## config.mk

```make
export PLATFORM = sky130hd
export DESIGN_NAME = cpu_instr_sequencer
export DESIGN_NICKNAME = d
export VERILOG_FILES = /design/src/rtl/cpu_instr_sequencer.sv
export SDC_FILE = /design/constraint.sdc
export NUM_CORES = 1
export LEC_CHECK = 0
export BUFFER_PORTS_ARGS = -buffer_cell sky130_fd_sc_hd__buf_2
export CORE_AREA = 4 4 147 149
export DETAILED_ROUTE_END_ITERATION = 8
export DIE_AREA = 0 0 151 153
export PLACE_DENSITY = 0.8
export SLEW_MARGIN = 30
export SYNTH_ARGS = -nofsm -noshare
export SYNTH_HDL_FRONTEND = slang
export SYNTH_SLANG_ARGS = --single-unit
export TNS_END_PERCENT = 5
```

## constraint.sdc

```tcl
create_clock -name clk -period 3 [get_ports clk]
set_clock_uncertainty 0.15 [all_clocks]
set_input_delay 0.45 -clock clk [delete_from_list [all_inputs] [get_ports clk]]
set_output_delay 0.45 -clock clk [all_outputs]
set_load 0.005 [all_outputs]
```

## src/rtl/cpu_instr_sequencer.sv

```systemverilog
// Instruction sequencer for the cpu core: loads a program into a local buffer,
// issues it one instruction at a time (1 or 2 cycles each) and captures cpu results.
module cpu_instr_sequencer #(
  parameter int          DEPTH        = 16,
  parameter int          AW           = 4,
  parameter logic [15:0] TWO_CYC_MASK = 16'h15C0,
  parameter logic [7:0]  IDLE_INSTR   = 8'h00
) (
  input  logic          clk,
  input  logic          reset,
  input  logic          wr_en,
  input  logic [AW-1:0] wr_addr,
  input  logic [7:0]    wr_data,
  input  logic [AW:0]   prog_len,
  input  logic          start,
  input  logic [7:0]    cpu_out,
  input  logic [AW-1:0] rd_addr,
  output logic [7:0]    instr,
  output logic          busy,
  output logic          done,
  output logic [AW:0]   issued,
  output logic [7:0]    rd_data
);

  typedef enum logic [1:0] {S_IDLE, S_ISSUE, S_HOLD, S_FIN} state_t;

  localparam logic [AW:0] DEPTH_L = (AW+1)'(DEPTH);
  localparam logic [AW:0] ONE_L   = (AW+1)'(1);

  logic [7:0] prog_mem [DEPTH];
  logic [7:0] res_mem  [DEPTH];

  state_t        state_q, state_d;
  logic [AW-1:0] ptr_q, ptr_d;
  logic [AW:0]   len_q, len_d;
  logic [AW:0]   issued_q, issued_d;
  logic [7:0]    cur_instr;
  logic [AW:0]   start_len;
  logic          res_we;

  function automatic logic is_two_cyc(input logic [3:0] opc);
    return TWO_CYC_MASK[opc];
  endfunction

  function automatic logic [AW:0] clamp_len(input logic [AW:0] n);
    return (n > DEPTH_L) ? DEPTH_L : n;
  endfunction

  assign cur_instr = prog_mem[ptr_q];
  assign start_len = clamp_len(prog_len);

  always_comb begin
    state_d  = state_q;
    ptr_d    = ptr_q;
    len_d    = len_q;
    issued_d = issued_q;
    instr    = IDLE_INSTR;
    busy     = 1'b0;
    done     = 1'b0;
    res_we   = 1'b0;

    case (state_q)
      S_IDLE: begin
        if (start) begin
          len_d    = start_len;
          ptr_d    = '0;
          issued_d = '0;
          state_d  = (start_len == '0) ? S_FIN : S_ISSUE;
        end
      end
      S_ISSUE: begin
        instr = cur_instr;
        busy  = 1'b1;
        if (is_two_cyc(cur_instr[7:4])) state_d = S_HOLD;
        else                            res_we  = 1'b1;
      end
      S_HOLD: begin
        instr  = cur_instr;
        busy   = 1'b1;
        res_we = 1'b1;
      end
      S_FIN: begin
        done    = 1'b1;
        state_d = S_IDLE;
      end
      default: state_d = S_IDLE;
    endcase

    // Instruction end: record completion and advance or finish
    if (res_we) begin
      issued_d = {1'b0, ptr_q} + ONE_L;
      if ({1'b0, ptr_q} == len_q - ONE_L) begin
        state_d = S_FIN;
      end else begin
        ptr_d   = ptr_q + 1'b1;
        state_d = S_ISSUE;
      end
    end
  end

  always_ff @(posedge clk) begin
    if (reset) begin
      state_q  <= S_IDLE;
      ptr_q    <= '0;
      len_q    <= '0;
      issued_q <= '0;
    end else begin
      state_q  <= state_d;
      ptr_q    <= ptr_d;
      len_q    <= len_d;
      issued_q <= issued_d;
    end
  end

  // Buffers are never cleared; writes are blocked during reset and while issuing
  always_ff @(posedge clk) begin
    if (!reset && wr_en && !busy) prog_mem[wr_addr] <= wr_data;
    if (!reset && res_we)         res_mem[ptr_q]    <= cpu_out;
  end

  assign issued  = issued_q;
  assign rd_data = res_mem[rd_addr];

endmodule
```

==> summary.md, run 1 <==
| Metric | Value |
|---|---|
| Most frequent cell after synthesis | edfxtp_1 |
| Height of the die | around 150 microns |
| Hold WS | between 50 and 60 ps |
| Max VDD drop | around 520 uV |
| LEAKAGE | approximately 4.4 nW |
| Crit path max fanout | 8 |
| Post-route ant nets | 0 |
| Setup violators final | 38 |
| Final #Nets | about 720 |
| Die Area | 23100 sq um |
| Drt wl/cell | 25.6 microns |
| Post-synthesis async set-or-reset flop share | 0% |
| Synth warn | 0 |
| CTS tree | built |
| Post-Syn Area | 10900 sq um |
| CP delay by family, top | multiplexers |
| Gpl congestion | 0.845 |
| Outcome | finished with violations |
| Vias in the first global route | ~6200 |
| HPWL after DPL | between 15000 and 20000 microns |
| CP bufs+invs | 3 |
| Setup_tns | -1130 ps |
| CORE AREA | 20200 sq um |
| Final hold violations | 0 |
| Number of synthesized flops with an enable pin | roughly 260 |
| Synth area leader | edfxtp_1 |
| Worst-path clk slew | 60 ps |
| Sw Ratio | 23.3% |
| Grt ovf | 0 |
| Standard-cell rows | 52 |
| Total Routing Usage GR | about 22% |
| Tcrit/Tclk final | 102% |
| Sw Pwr | approximately 2.2 mW |
| Share of layout cells above drive strength 1 | approximately two fifths |
| Sequential element share of the synthesized area | 73.2% |
| Longest Clk Path Bufs | 3 |
| CTS sink cnt | between 200 and 300 |
| Critical Path Start Type | register |
| Worst path slowest cell | mux4_2 |
| Worst-Skew Late Latency | 540 ps |
| Distinct cells, synth | 47 |
| Synthesized area per cell | roughly 20 sq um |
| Clock power frac | around two fifths |
| Final wirelength | 24800 microns |
| Slew HR | a little under three fifths |
| CP peak stage delay | 500 ps |
| Post-synth top area share | a little over two thirds |
| Fin. max-slew vios | 0 |
| RSZ-0062 raised after global routing | true |
| Post-synth top cells | 256 x edfxtp_1, 74 x mux4_2, 39 x nor2_1 |
| Post-Place Setup Slack | -211 ps |
| Primary FF master, synth | edfxtp_1 |
| IO buf count | between 50 and 60 |
| First-pass GRT wire length | between 30000 and 40000 microns |
| Initial DRC count | ~580 |
| Setup WS post-layout | -73.9 ps |
| DRT Pass-1 Iters | 6 |
| CTS root buffer | clkbuf_16 |
| DRC errors left | 0 |
| Max_cap viols | 0 |
| IO Pins | 56 |
| Arrival time worst endpoint | between 2000 and 2500 ps |
| Max Fclk | ~0.33 GHz |
| Sequential Power Share | a little under half |
| Ant diodes | 0 |
| Largest net degree at the start of global routing | 39 |
| Post-Syn Instances | 548 |
| Setup CP Type | reg2out |
| Num CTS Buffers | 28 |
| Slew @ Worst Pin | approximately 650 ps |
| Minimum clock period | 3070 ps |
| Initial antenna violation count | 1 |
| Synth-to-Final Area Change | 22.4% |
| Starting density of the core | between 50 and 60% |
| Logic pwr share | 15.0% |
| Hold buffers post-CTS | 0 |
| Worst EP required | ~2400 ps |
| P per Cell Area | about 700 nW/um^2 |
| Net count after synthesis | roughly 600 |
| CP Cell Sequence | buf_6 -> buf_12 -> mux4_2 -> mux4_2 -> and2_4 -> buf_6 |
| Failing checks | setup timing |
| Die width | ~150 microns |
| H-tree depth | 1 |
| Top post-synthesis cells by area | edfxtp_1 70%, mux4_2 15%, dfxtp_1 2.9%, nor2_1 1.3%, ha_1 1.0% |
| CP Capture Type | output port |
| Hold/Removal Path Class | in2reg |
| Vias per inst | 6.07 |
| Vias post-DR | about 5900 |
| Internal power | 7.20 mW |
| Seq cells post-synth | ~270 |
## state kept, by name (all words and copies together), names as in the netlist
signal and flops:
state_q 2, ptr_q 4, prog_mem 128, len_q 5, issued 5, res_mem 128
## cell type report
type | instances | area [sq um]
clock buffer | 30 | 729
clock inverter | 22 | 283
fill | 1260 | 6780
inverter | 7 | 26.3
multi-input combinational | 244 | 2980
sequential | 272 | 8010
tap | 270 | 338
timing repair buffer | 126 | 1020
## cell usage in the layout, fill, tap and decap left out, drive strengths merged, types with 4 or more instances in the layout
cell type	Yosys	final
mux4	76	76
ha	9	9
nand3	5	5
nor3	5	5
clkinv	0	15
nand2b	5	5
nor2	39	39
xnor2	5	5
a22oi	7	7
dfxtp	16	16
nand2	25	25
clkbuf	12	30
nand3b	9	9
a21oi	13	13
inv	7	7
nor3b	8	8
and2	8	8
buf	13	126
bufinv	0	6
nor2b	4	4
edfxtp	256	256
## worst paths after layout
kind	to	slack [ps]	cells after the start	start
hold / removal	len_q[4]	60	3	start
setup / recovery	instr[0]	-70	6	ptr_q[0]
hold reg to reg	len_q[4]	320	2	len_q[4]
setup reg to reg	ptr_q[0]	-30	9	ptr_q[0]
## timing repair
action,4_1_cts,5_1_grt
gates resized for setup,30,10
setup endpoints to repair,136,138
pin swaps,11,4
cloned,1,0
setup buffers,11,3
## logic make-up (layout without fill, tap and decap cells)
| group | count (synthesis) | in the layout | share of synthesized area, % |
|---|---|---|---|
| AO/OA/AOI/OAI | 32 | 32 | 2.32 |
| XOR/XNOR | 8 | 8 | 0.641 |
| adder cells (fa/ha/maj) | 9 | 9 | 1.03 |
| buffers and inverters | 32 | 185 | 1.33 |
| flip-flops | 272 | 272 | 73.2 |
| multiplexers | 77 | 77 | 15.8 |
| AND/OR/NAND/NOR | 118 | 118 | 5.66 |
## per-stage QoR
| stage | power [mW] | instances | utilization (%) | area [sq um] |
|---|---|---|---|---|
| 5_1_grt | 9.71 | 971 | 66.4 | 13400 |
| 3_3_place_gp | 5.44 | 904 | 59.7 | 12000 |
| 4_1_cts | 9.36 | 968 | 66.1 | 13300 |
| 2_1_floorplan | 5.07 | 548 | - | 11000 |
| 3_5_place_dp | 5.48 | 904 | 59.7 | 12000 |
| 6_report | 9.39 | 971 | 66.4 | 13400 |
## worst min-delay path: cells and delay by family
kind / cells / cell delay (ps)
AO/OA/AOI/OAI: 1 / 60
AND/OR/NAND/NOR: 1 / 70
buffers and inverters: 1 / 110
## power groups by stage
stage,clock network [mW],registers (mW),logic (mW)
floorplan,0,4.32,0.749
global placement,0,4.33,1.11
detailed placement,0,4.33,1.15
CTS,3.75,4.25,1.36
global route,3.94,4.26,1.51
finish,3.73,4.25,1.41
## layer usage
metal	GRT usage, %	vias to the layer above	share of wire (%)
li1	-	2515	-
met1	30.9	3091	40
met2	36.5	255	51
met3	4.38	33	6.9
met4	4.40	2	1.8
met5	0	-	0.048
(Power assumes the default switching activity.)
==> run 2, diff against run 1 <==
CORE_AREA = 4 4 140 155   (was 4 4 147 149)
DIE_AREA = 0 0 144 159   (was 0 0 151 153)
PLACE_DENSITY = 0.81   (was 0.8)
SKIP_LAST_GASP = 1   (was unset)
==> summary.md, run 2 (synthesis results as in run 1) <==
| Metric | Value |
|---|---|
| Outcome | finished with violations |
| Failing checks | setup timing |
| DRT Pass-1 Iters | 7 |
| Grt ovf | 0 |
| Vias per inst | 6.14 |
| CTS root buffer | clkbuf_16 |
| Die Area | around 23000 sq um |
| LEAKAGE | ~4.2 nW |
| Setup violators final | 74 |
| Die width | roughly 140 microns |
| Num CTS Buffers | 27 |
| IO Pins | 56 |
| Vias post-DR | 5775 |
| GR peak layer | met2 |
| CP Capture Type | output port |
| Drt wl/cell | between 20 and 25 microns |
| Biggest regs | prog_mem (128), res_mem (128) |
| Arrival time worst endpoint | 2540 ps |
| IO buf count | 55 |
| Hold buffers post-CTS | 0 |
| Longest Clk Path Bufs | 3 |
| CTS tree | built |
| CTS sink cnt | 272 |
| Hold WS | between 80 and 90 ps |
| Fill count | around 1200 |
| Largest net degree at the start of global routing | 33 |
| Worst EP required | roughly 2400 ps |
| Ant diodes | 0 |
| Routing usage on met1 | 28.9% |
| Starting density of the core | approximately 55% |
| Synth-to-Final Area Change | 19.1% |
| Worst-path clk slew | approximately 60 ps |
| Post-Place Setup Slack | -378 ps |
| H-tree depth | 1 |
| Height of the die | approximately 160 microns |
| Standard-cell rows | 54 |
| Final hold violations | 0 |
| Crit path max fanout | 6 |
| CP bufs+invs | 4 |
| Met3 Usage GRT | under 10% |
| Max_cap viols | 0 |
| Final #Nets | slightly above 700 |
| Minimum clock period | about 3100 ps |
| Max Fclk | 0.318 GHz |
| Register Area | 8010 sq um |
| Post-route insts no fill | 940 |
| CP Cell Sequence | buf_12 -> buf_8 -> buf_12 -> mux4_2 -> mux4_2 -> and2_4 -> buf_6 |
| Slew HR | a little under three fifths |
| Hold/Removal Path Class | in2reg |
| Critical Path Start Type | register |
| CP peak stage delay | slightly above 500 ps |
| HPWL after DPL | around 15000 microns |
| Worst path slowest cell | mux4_2 |
| Most frequent cells in the layout | 256 x edfxtp_1, 74 x mux4_2, 53 x buf_2, 51 x buf_4, 27 x clkbuf_16 |
| Initial antenna violation count | 0 |
| Tcrit/Tclk final | 105% |
| Most common cell after layout, fill and taps aside | edfxtp_1 |
| First-pass GRT wire length | around 36000 microns |
| Initial DRC count | a little under 600 |
| Setup WS post-layout | -140 ps |
| Max VDD drop | just over 600 uV |
| Post-route ant nets | 0 |
| Vias in the first global route | 5959 |
| Dpl cells | roughly 900 |
| CP delay by family, top | multiplexers |
| Final wirelength | between 20000 and 25000 microns |
| Footprint of the multi-input gates | ~3000 sq um |
| Gpl congestion | 0.845 |
| Slew @ Worst Pin | between 600 and 700 ps |
| M2 GR Usage | around a third |
| CORE AREA | approximately 20000 sq um |
| DRC errors left | 0 |
| Total Routing Usage GR | about a fifth |
| Worst-Skew Late Latency | about 520 ps |
| P per Cell Area | about 670 nW/um^2 |
| Share of layout cells above drive strength 1 | 38.2% |
| RSZ-0062 raised after global routing | true |
| Fin util | 65.3% |
| Setup CP Type | reg2out |
| Fin. max-slew vios | 0 |
[run 2: cell count changes in the layout (fill, tap and decap cells not counted), moves of 3 or more]
cell | previous run | this run
buf_12 | 13 | 7
nand2_4 | 3 | 0
buf_4 | 56 | 51
clkinv_2 | 5 | 1
bufinv_16 | 6 | 1
clkinv_4 | 4 | 1
clkbuf_1 | 1 | 10
[run 2: worst paths after layout]
path / endpoint / start / slack [ps] / cells after the start
setup / recovery: instr[1] / ptr_q[0] / -140 / 7
hold reg to reg: issued[2] / issued[2] / 340 / 2
setup reg to reg: res_mem[13][0] / ptr_q[0] / -70 / 11
hold / removal: len_q[4] / start / 80 / 3
[run 2: metrics by stage]
stage	area (sq um)	setup TNS, ps	power, mW
5_1_grt	13000	-14120	9.06
2_1_floorplan	11000	-8400	5.07
6_report	13000	-3630	8.73
3_5_place_dp	11900	-43230	5.47
3_3_place_gp	11900	-36630	5.44
4_1_cts	12900	-18120	8.68
[run 2: metal layers]
| layer | wire, microns | vias to the layer above |
|---|---|---|
| met5 | 0 | - |
| met2 | 12200 | 249 |
| met3 | 1560 | 31 |
| met4 | 412 | 0 |
| met1 | 9070 | 3012 |
| li1 | - | 2483 |
[run 2: layout make-up]
type	instances	area share, %
inverters	7	0.202
flip-flops and latches	272	61.5
multi-input cells	244	23.0
clock inverters	11	0.672
repair buffers	117	6.75
well taps	252	2.42
clock buffers	37	5.48
[run 2: worst register-to-register path, stage by stage, from the launching register on]
cell and delay [ps]:
dfxtp_4 370, buf_12 120, buf_4 120, buf_12 110, mux4_2 490, a22oi_2 220
nand2_2 140, and4b_4 220, nor3_4 190, buf_12 170, nand2_2 170, nor2_4 270
[run 2: where the power goes]
part / switching, mW / leakage, nW / internal (mW)
registers: 0.0359 / 2.43 / 4.21
clock network: 1.33 / 0.384 / 1.75
logic: 0.710 / 1.39 / 0.692
[run 2: timing repair]
action | CTS | global route
pin swaps | 2 | 6
setup endpoints to repair | 135 | 147
gates cloned | 1 | 0
setup buffers | 10 | 6
gates resized for setup | 30 | 9
